File: config.mk
export PLATFORM = sky130hd
export DESIGN_NAME = connect4_turn_controller
export DESIGN_NICKNAME = d
export VERILOG_FILES = /design/src/rtl/connect4_pkg.sv /design/src/rtl/turn_timer.sv /design/src/rtl/connect4_turn_controller.sv
export SDC_FILE = /design/constraint.sdc
export NUM_CORES = 1
export LEC_CHECK = 0
export CAP_MARGIN = 10
export CORE_ASPECT_RATIO = 0.8
export CORE_MARGIN = 4
export CORE_UTILIZATION = 30
export DETAILED_ROUTE_END_ITERATION = 10
export HOLD_SLACK_MARGIN = 0.02
export PLACE_DENSITY_LB_ADDON = 0.12
export SYNTH_ARGS = -nofsm -noshare
export SYNTH_HDL_FRONTEND = slang
export SYNTH_HIERARCHICAL = 1
export SYNTH_SLANG_ARGS = --single-unit
File: constraint.sdc
create_clock -name clk -period 2.37 [get_ports clk]
set_input_delay 0.474 -clock clk [delete_from_list [all_inputs] [get_ports clk]]
set_output_delay 0.474 -clock clk [all_outputs]
set_load 0.05 [all_outputs]
File: src/rtl/connect4_pkg.sv
// Shared encodings and board constants for the Connect4 game sequencer.
package connect4_pkg;

    localparam int unsigned CELLS_NUMBER = 42;
    localparam int unsigned NUM_COLS     = 7;
    localparam int unsigned NUM_ROWS     = 6;

    typedef enum logic [1:0] {
        GAME_INIT = 2'b00,
        P1_TURN   = 2'b01,
        P2_TURN   = 2'b10,
        END_GAME  = 2'b11
    } game_state_e;

    typedef enum logic [1:0] {
        PH_IDLE      = 2'b00,
        PH_WAIT_MOVE = 2'b01,
        PH_DROP      = 2'b10,
        PH_CHECK     = 2'b11
    } phase_e;

    localparam logic [1:0] WIN_NONE = 2'b00;
    localparam logic [1:0] WIN_P1   = 2'b01;
    localparam logic [1:0] WIN_P2   = 2'b10;
    localparam logic [1:0] WIN_DRAW = 2'b11;

    function automatic game_state_e other_player(input game_state_e s);
        return (s == P1_TURN) ? P2_TURN : P1_TURN;
    endfunction

endpackage

File: src/rtl/turn_timer.sv
// Per-turn idle counter: counts while enabled, flags the cycle it would reach LIMIT.
module turn_timer #(
    parameter int unsigned LIMIT = 1
) (
    input  logic clk,
    input  logic reset,
    input  logic clear,
    input  logic enable,
    output logic expired
);

    logic [31:0] count_q, count_d;

    // A clear in the same cycle (a player move) takes priority over expiry.
    assign expired = enable && !clear && (count_q == LIMIT - 1);

    always_comb begin
        count_d = count_q;
        if (clear || expired) begin
            count_d = '0;
        end else if (enable) begin
            count_d = count_q + 32'd1;
        end
    end

    always_ff @(posedge clk) begin
        if (reset) begin
            count_q <= '0;
        end else begin
            count_q <= count_d;
        end
    end

endmodule

File: src/rtl/connect4_turn_controller.sv
// Connect4 game sequencer: takes column requests, issues one drop at a time,
// runs a win check after each placed token, then alternates turns or ends the game.
module connect4_turn_controller #(
    parameter int unsigned CELLS_NUMBER = connect4_pkg::CELLS_NUMBER,
    parameter int unsigned NUM_COLS     = connect4_pkg::NUM_COLS,
    parameter int unsigned TURN_TIMEOUT = 0
) (
    input  logic       clk,
    input  logic       reset,
    input  logic       start,
    input  logic       move_valid,
    input  logic [2:0] move_col,
    input  logic       drop_ack,
    input  logic       drop_invalid,
    input  logic       win_valid,
    input  logic       win_found,
    output logic [1:0] state,
    output logic       board_clear,
    output logic       drop_req,
    output logic [2:0] drop_col,
    output logic       drop_player,
    output logic       chk_req,
    output logic       busy,
    output logic       err_pulse,
    output logic [1:0] winner,
    output logic [5:0] move_count
);

    import connect4_pkg::*;

    game_state_e state_q, state_d;
    phase_e      phase_q, phase_d;
    logic        board_clear_q, board_clear_d;
    logic        drop_req_q, drop_req_d;
    logic [2:0]  drop_col_q, drop_col_d;
    logic        drop_player_q, drop_player_d;
    logic        chk_req_q, chk_req_d;
    logic        busy_q, busy_d;
    logic        err_pulse_q, err_pulse_d;
    logic [1:0]  winner_q, winner_d;
    logic [5:0]  move_count_q, move_count_d;
    logic        timer_expired;

    generate
        if (TURN_TIMEOUT > 0) begin : g_timer
            turn_timer #(.LIMIT(TURN_TIMEOUT)) u_turn_timer (
                .clk     (clk),
                .reset   (reset),
                .clear   ((phase_q != PH_WAIT_MOVE) || move_valid),
                .enable  (phase_q == PH_WAIT_MOVE),
                .expired (timer_expired)
            );
        end else begin : g_no_timer
            assign timer_expired = 1'b0;
        end
    endgenerate

    // NOTE: every variable gets its hold/idle value first so no path infers a latch.
    always_comb begin
        state_d       = state_q;
        phase_d       = phase_q;
        board_clear_d = 1'b0;
        drop_req_d    = drop_req_q;
        drop_col_d    = drop_col_q;
        drop_player_d = drop_player_q;
        chk_req_d     = chk_req_q;
        err_pulse_d   = 1'b0;
        winner_d      = winner_q;
        move_count_d  = move_count_q;

        case (phase_q)
            PH_IDLE: begin
                if (start) begin
                    board_clear_d = 1'b1;
                    move_count_d  = '0;
                    winner_d      = WIN_NONE;
                    state_d       = P1_TURN;
                    phase_d       = PH_WAIT_MOVE;
                end
            end
            PH_WAIT_MOVE: begin
                if (move_valid) begin
                    if (32'(move_col) < NUM_COLS) begin
                        drop_req_d    = 1'b1;
                        drop_col_d    = move_col;
                        drop_player_d = (state_q == P2_TURN);
                        phase_d       = PH_DROP;
                    end else begin
                        err_pulse_d = 1'b1;
                    end
                end else if (timer_expired) begin
                    err_pulse_d = 1'b1;
                    state_d     = other_player(state_q);
                end
            end
            PH_DROP: begin
                // A full column outranks a simultaneous ack: the token was not placed.
                if (drop_invalid) begin
                    drop_req_d  = 1'b0;
                    err_pulse_d = 1'b1;
                    phase_d     = PH_WAIT_MOVE;
                end else if (drop_ack) begin
                    drop_req_d = 1'b0;
                    chk_req_d  = 1'b1;
                    phase_d    = PH_CHECK;
                    if (move_count_q < 6'(CELLS_NUMBER)) begin
                        move_count_d = move_count_q + 6'd1;
                    end
                end
            end
            PH_CHECK: begin
                if (win_valid) begin
                    chk_req_d = 1'b0;
                    if (win_found) begin
                        winner_d = drop_player_q ? WIN_P2 : WIN_P1;
                        state_d  = END_GAME;
                        phase_d  = PH_IDLE;
                    end else if (move_count_q == 6'(CELLS_NUMBER)) begin
                        winner_d = WIN_DRAW;
                        state_d  = END_GAME;
                        phase_d  = PH_IDLE;
                    end else begin
                        state_d = other_player(state_q);
                        phase_d = PH_WAIT_MOVE;
                    end
                end
            end
            default: ;
        endcase

        busy_d = (phase_d == PH_DROP) || (phase_d == PH_CHECK);
    end

    // NOTE: reset is sampled on the clock edge; all state uses non-blocking updates.
    always_ff @(posedge clk) begin
        if (reset) begin
            state_q       <= GAME_INIT;
            phase_q       <= PH_IDLE;
            board_clear_q <= 1'b0;
            drop_req_q    <= 1'b0;
            drop_col_q    <= '0;
            drop_player_q <= 1'b0;
            chk_req_q     <= 1'b0;
            busy_q        <= 1'b0;
            err_pulse_q   <= 1'b0;
            winner_q      <= WIN_NONE;
            move_count_q  <= '0;
        end else begin
            state_q       <= state_d;
            phase_q       <= phase_d;
            board_clear_q <= board_clear_d;
            drop_req_q    <= drop_req_d;
            drop_col_q    <= drop_col_d;
            drop_player_q <= drop_player_d;
            chk_req_q     <= chk_req_d;
            busy_q        <= busy_d;
            err_pulse_q   <= err_pulse_d;
            winner_q      <= winner_d;
            move_count_q  <= move_count_d;
        end
    end

    assign state       = state_q;
    assign board_clear = board_clear_q;
    assign drop_req    = drop_req_q;
    assign drop_col    = drop_col_q;
    assign drop_player = drop_player_q;
    assign chk_req     = chk_req_q;
    assign busy        = busy_q;
    assign err_pulse   = err_pulse_q;
    assign winner      = winner_q;
    assign move_count  = move_count_q;

endmodule

==> metrics <==
number of flops mapped to enable cells by yosys 0; vias approximately 1,100; Tcrit/Tclk final 0.871; most frequent cell after synthesis dfxtp_1; dominant synthesized flop cell dfxtp_1; Area Growth Syn to Fin 35.8%; share of cells above drive strength 1 0.0798; CTS buffer count 3; pwr dens 863 nW/um^2; Logic pwr share 0.471; CP max FO 8; Die X 76.3 um; Int Power 757 uW; vias in the first global route 1,036; Max-slew headroom 0.641; async set-or-reset flop fraction in the synthesized netlist 0; register bit total from synthesis 21; via/cell ratio ~5.5; CP required roughly 1900 ps; Post-Synthesis Cell Area ~1100 sq um; largest net degree at the start of global routing 18; Max stage delay cell, worst path clkdlybuf4s50_1; CTS resizes 0; Flop pwr share 0.344; die height ~63 um; Final Hold Fails 0; DRT antenna net count 0; Levels on crit path 1; Synth Net Count about 150; # diodes 0; worst hold stages 2; Max Clock Skew approximately 1.5 ps; Syn Inst Count 130; Clock Path Buffers 2; Net Sw Power 557 uW; power share of the clock group 0.185; Post-synth top cells 21 x dfxtp_1, 13 x a21oi_1, 11 x nor2_1, 8 x nand2_1; status finished, final reports clean; TritonCTS clock tree built; gpl congestion slightly below 0.8; overall routing resource usage 0.127; Unique masters post-synth 43; crit-path cells clkdlybuf4s50_1; die area between 4000 and 5000 sq um; drt total wl ~3.1 mm; global route overflow 0; detailed-route DRC error count 0; sequential area share after synthesis 0.375; setup tns final 0 ps; row count 19; Crit path largest cell delay around 860 ps; # setup viols final 0; Post-layout nets 181; Setup Buffers After CTS 0; final count of pins violating max slew 0; Pleak around 0.56 nW; DR iter-0 viols 53; Routed WL per cell about 15 um; root buffer cell clkbuf_8; initial antenna violation count 0; fillers roughly 360; R2R depth 6; drt pass-1 iters 5; Synthesis Warnings 6; Crit Path Class flip-flop to primary output; fin util 0.433; Hold/Removal Path Class flip-flop to flip-flop; Max IR drop VDD about 0.00047 V; Max Cap Viol 0; H-tree levels 1; top cell type's share of synthesized area 0.375; initial core utilization 0.319; Core ar. 3520 sq um; Worst Max-Slew Pin Slew 537 ps; syn_area_per_cell around 8.6 sq um; Final min period roughly 2100 ps; Sw Share 0.424; Yosys top cell by area dfxtp_1; CP Capture Type primary output; CP arrival 1590 ps; main area contributors after synthesis dfxtp_1 38%, ha_1 6.7%, a21oi_1 5.8%, nor2_1 3.7%, nand2_1 2.7%; first-pass GRT wire length approximately 5.0 mm; WP buf/inv 1; Hold Buf Count CTS 0; I/O pin count 30; RSZ-0062 raised after global routing no; Worst-path clk slew roughly 80 ps; crit-path leading delay family buffers and inverters; Setup crit start kind flip-flop; PortBufs 29; HPWL after detailed placement between 2 and 2.5 mm; CTS sink count 21; Clk Latency, worst-skew pair 260 ps; Achievable Freq about 480 MHz
flip-flops by register name, indices dropped and copies added, names as in the netlist:
signal	count
busy	1
drop_req	1
winner	2
drop_player	1
err_pulse	1
chk_req	1
phase_q	2
board_clear	1
state	2
move_count	6
drop_col	3
worst min-delay path: cells and delay by family (launching register included):
kind          cells  cell delay, ps
flops             1             310
simple gates      2             140
placed cells by master (no fill, tap or decap), drive strengths merged, types with 2 or more instances in the layout:
| cell | count |
|---|---|
| inv | 6 |
| nand3 | 5 |
| nand2 | 8 |
| a211o | 2 |
| nor2 | 11 |
| nor3 | 5 |
| clkdlybuf4s50 | 29 |
| a311oi | 2 |
| a221oi | 3 |
| o21ai | 4 |
| ha | 6 |
| or4 | 3 |
| o31ai | 3 |
| a31oi | 2 |
| nor2b | 5 |
| or2 | 2 |
| nand2b | 4 |
| a21oi | 13 |
| dfxtp | 21 |
| buf | 4 |
| nor3b | 2 |
| clkbuf | 4 |
layer usage:
| layer | global-route usage | routed length [um] |
|---|---|---|
| met2 | 0.192 | 1320 |
| met4 | 0.0294 | 23 |
| met1 | 0.175 | 1560 |
| met3 | 0.0389 | 146 |
| met5 | 0 | 0 |
metrics by stage:
step                cell area [sq um]  hold WS (ps)  total power, mW  cells  setup WS, ps
floorplan                        1120           504            0.880    130           506
finish                           1520           499             1.31    205           307
CTS                              1520           496             1.32    205           299
global route                     1520           536             1.39    205           261
detailed placement               1480           477             1.07    201           123
global placement                 1480           475             1.07    201           173
cell families after synthesis:
family                   Yosys count  synth area share
AND/OR/NAND/NOR                   50             0.244
AO/OA/AOI/OAI                     42             0.270
flip-flops                        21             0.375
buffers and inverters             10            0.0346
adder cells (fa/ha/maj)            6            0.0670
multiplexers                       1           0.00893
final timing paths:
kind | from | endpoint | slack [ps]
max | move_count[2] | move_count[2] | 310
min | drop_col[2] | drop_col[2] | 500
max reg2reg | phase_q[0] | winner[1] | 350
min reg2reg | drop_col[2] | drop_col[2] | 500
power groups by stage:
| stage | Sequential (mW) | Combinational, mW | Clock, mW |
|---|---|---|---|
| floorplan | 0.592 | 0.288 | 0 |
| global placement | 0.459 | 0.612 | 0 |
| detailed placement | 0.461 | 0.612 | 0 |
| CTS | 0.453 | 0.617 | 0.253 |
| global route | 0.461 | 0.665 | 0.267 |
| finish | 0.452 | 0.619 | 0.243 |
area by class of cell:
| cell class | count | area [sq um] | share of cell area |
|---|---|---|---|
| clock buffers | 4 | 45.0 | 0.0296 |
| flip-flops and latches | 21 | 420 | 0.276 |
| repair buffers | 33 | 320 | 0.210 |
| multi-input cells | 99 | 662 | 0.435 |
| well taps | 42 | 52.6 | 0.0345 |
| inverters | 6 | 22.5 | 0.0148 |
(Power assumes the default switching activity.)
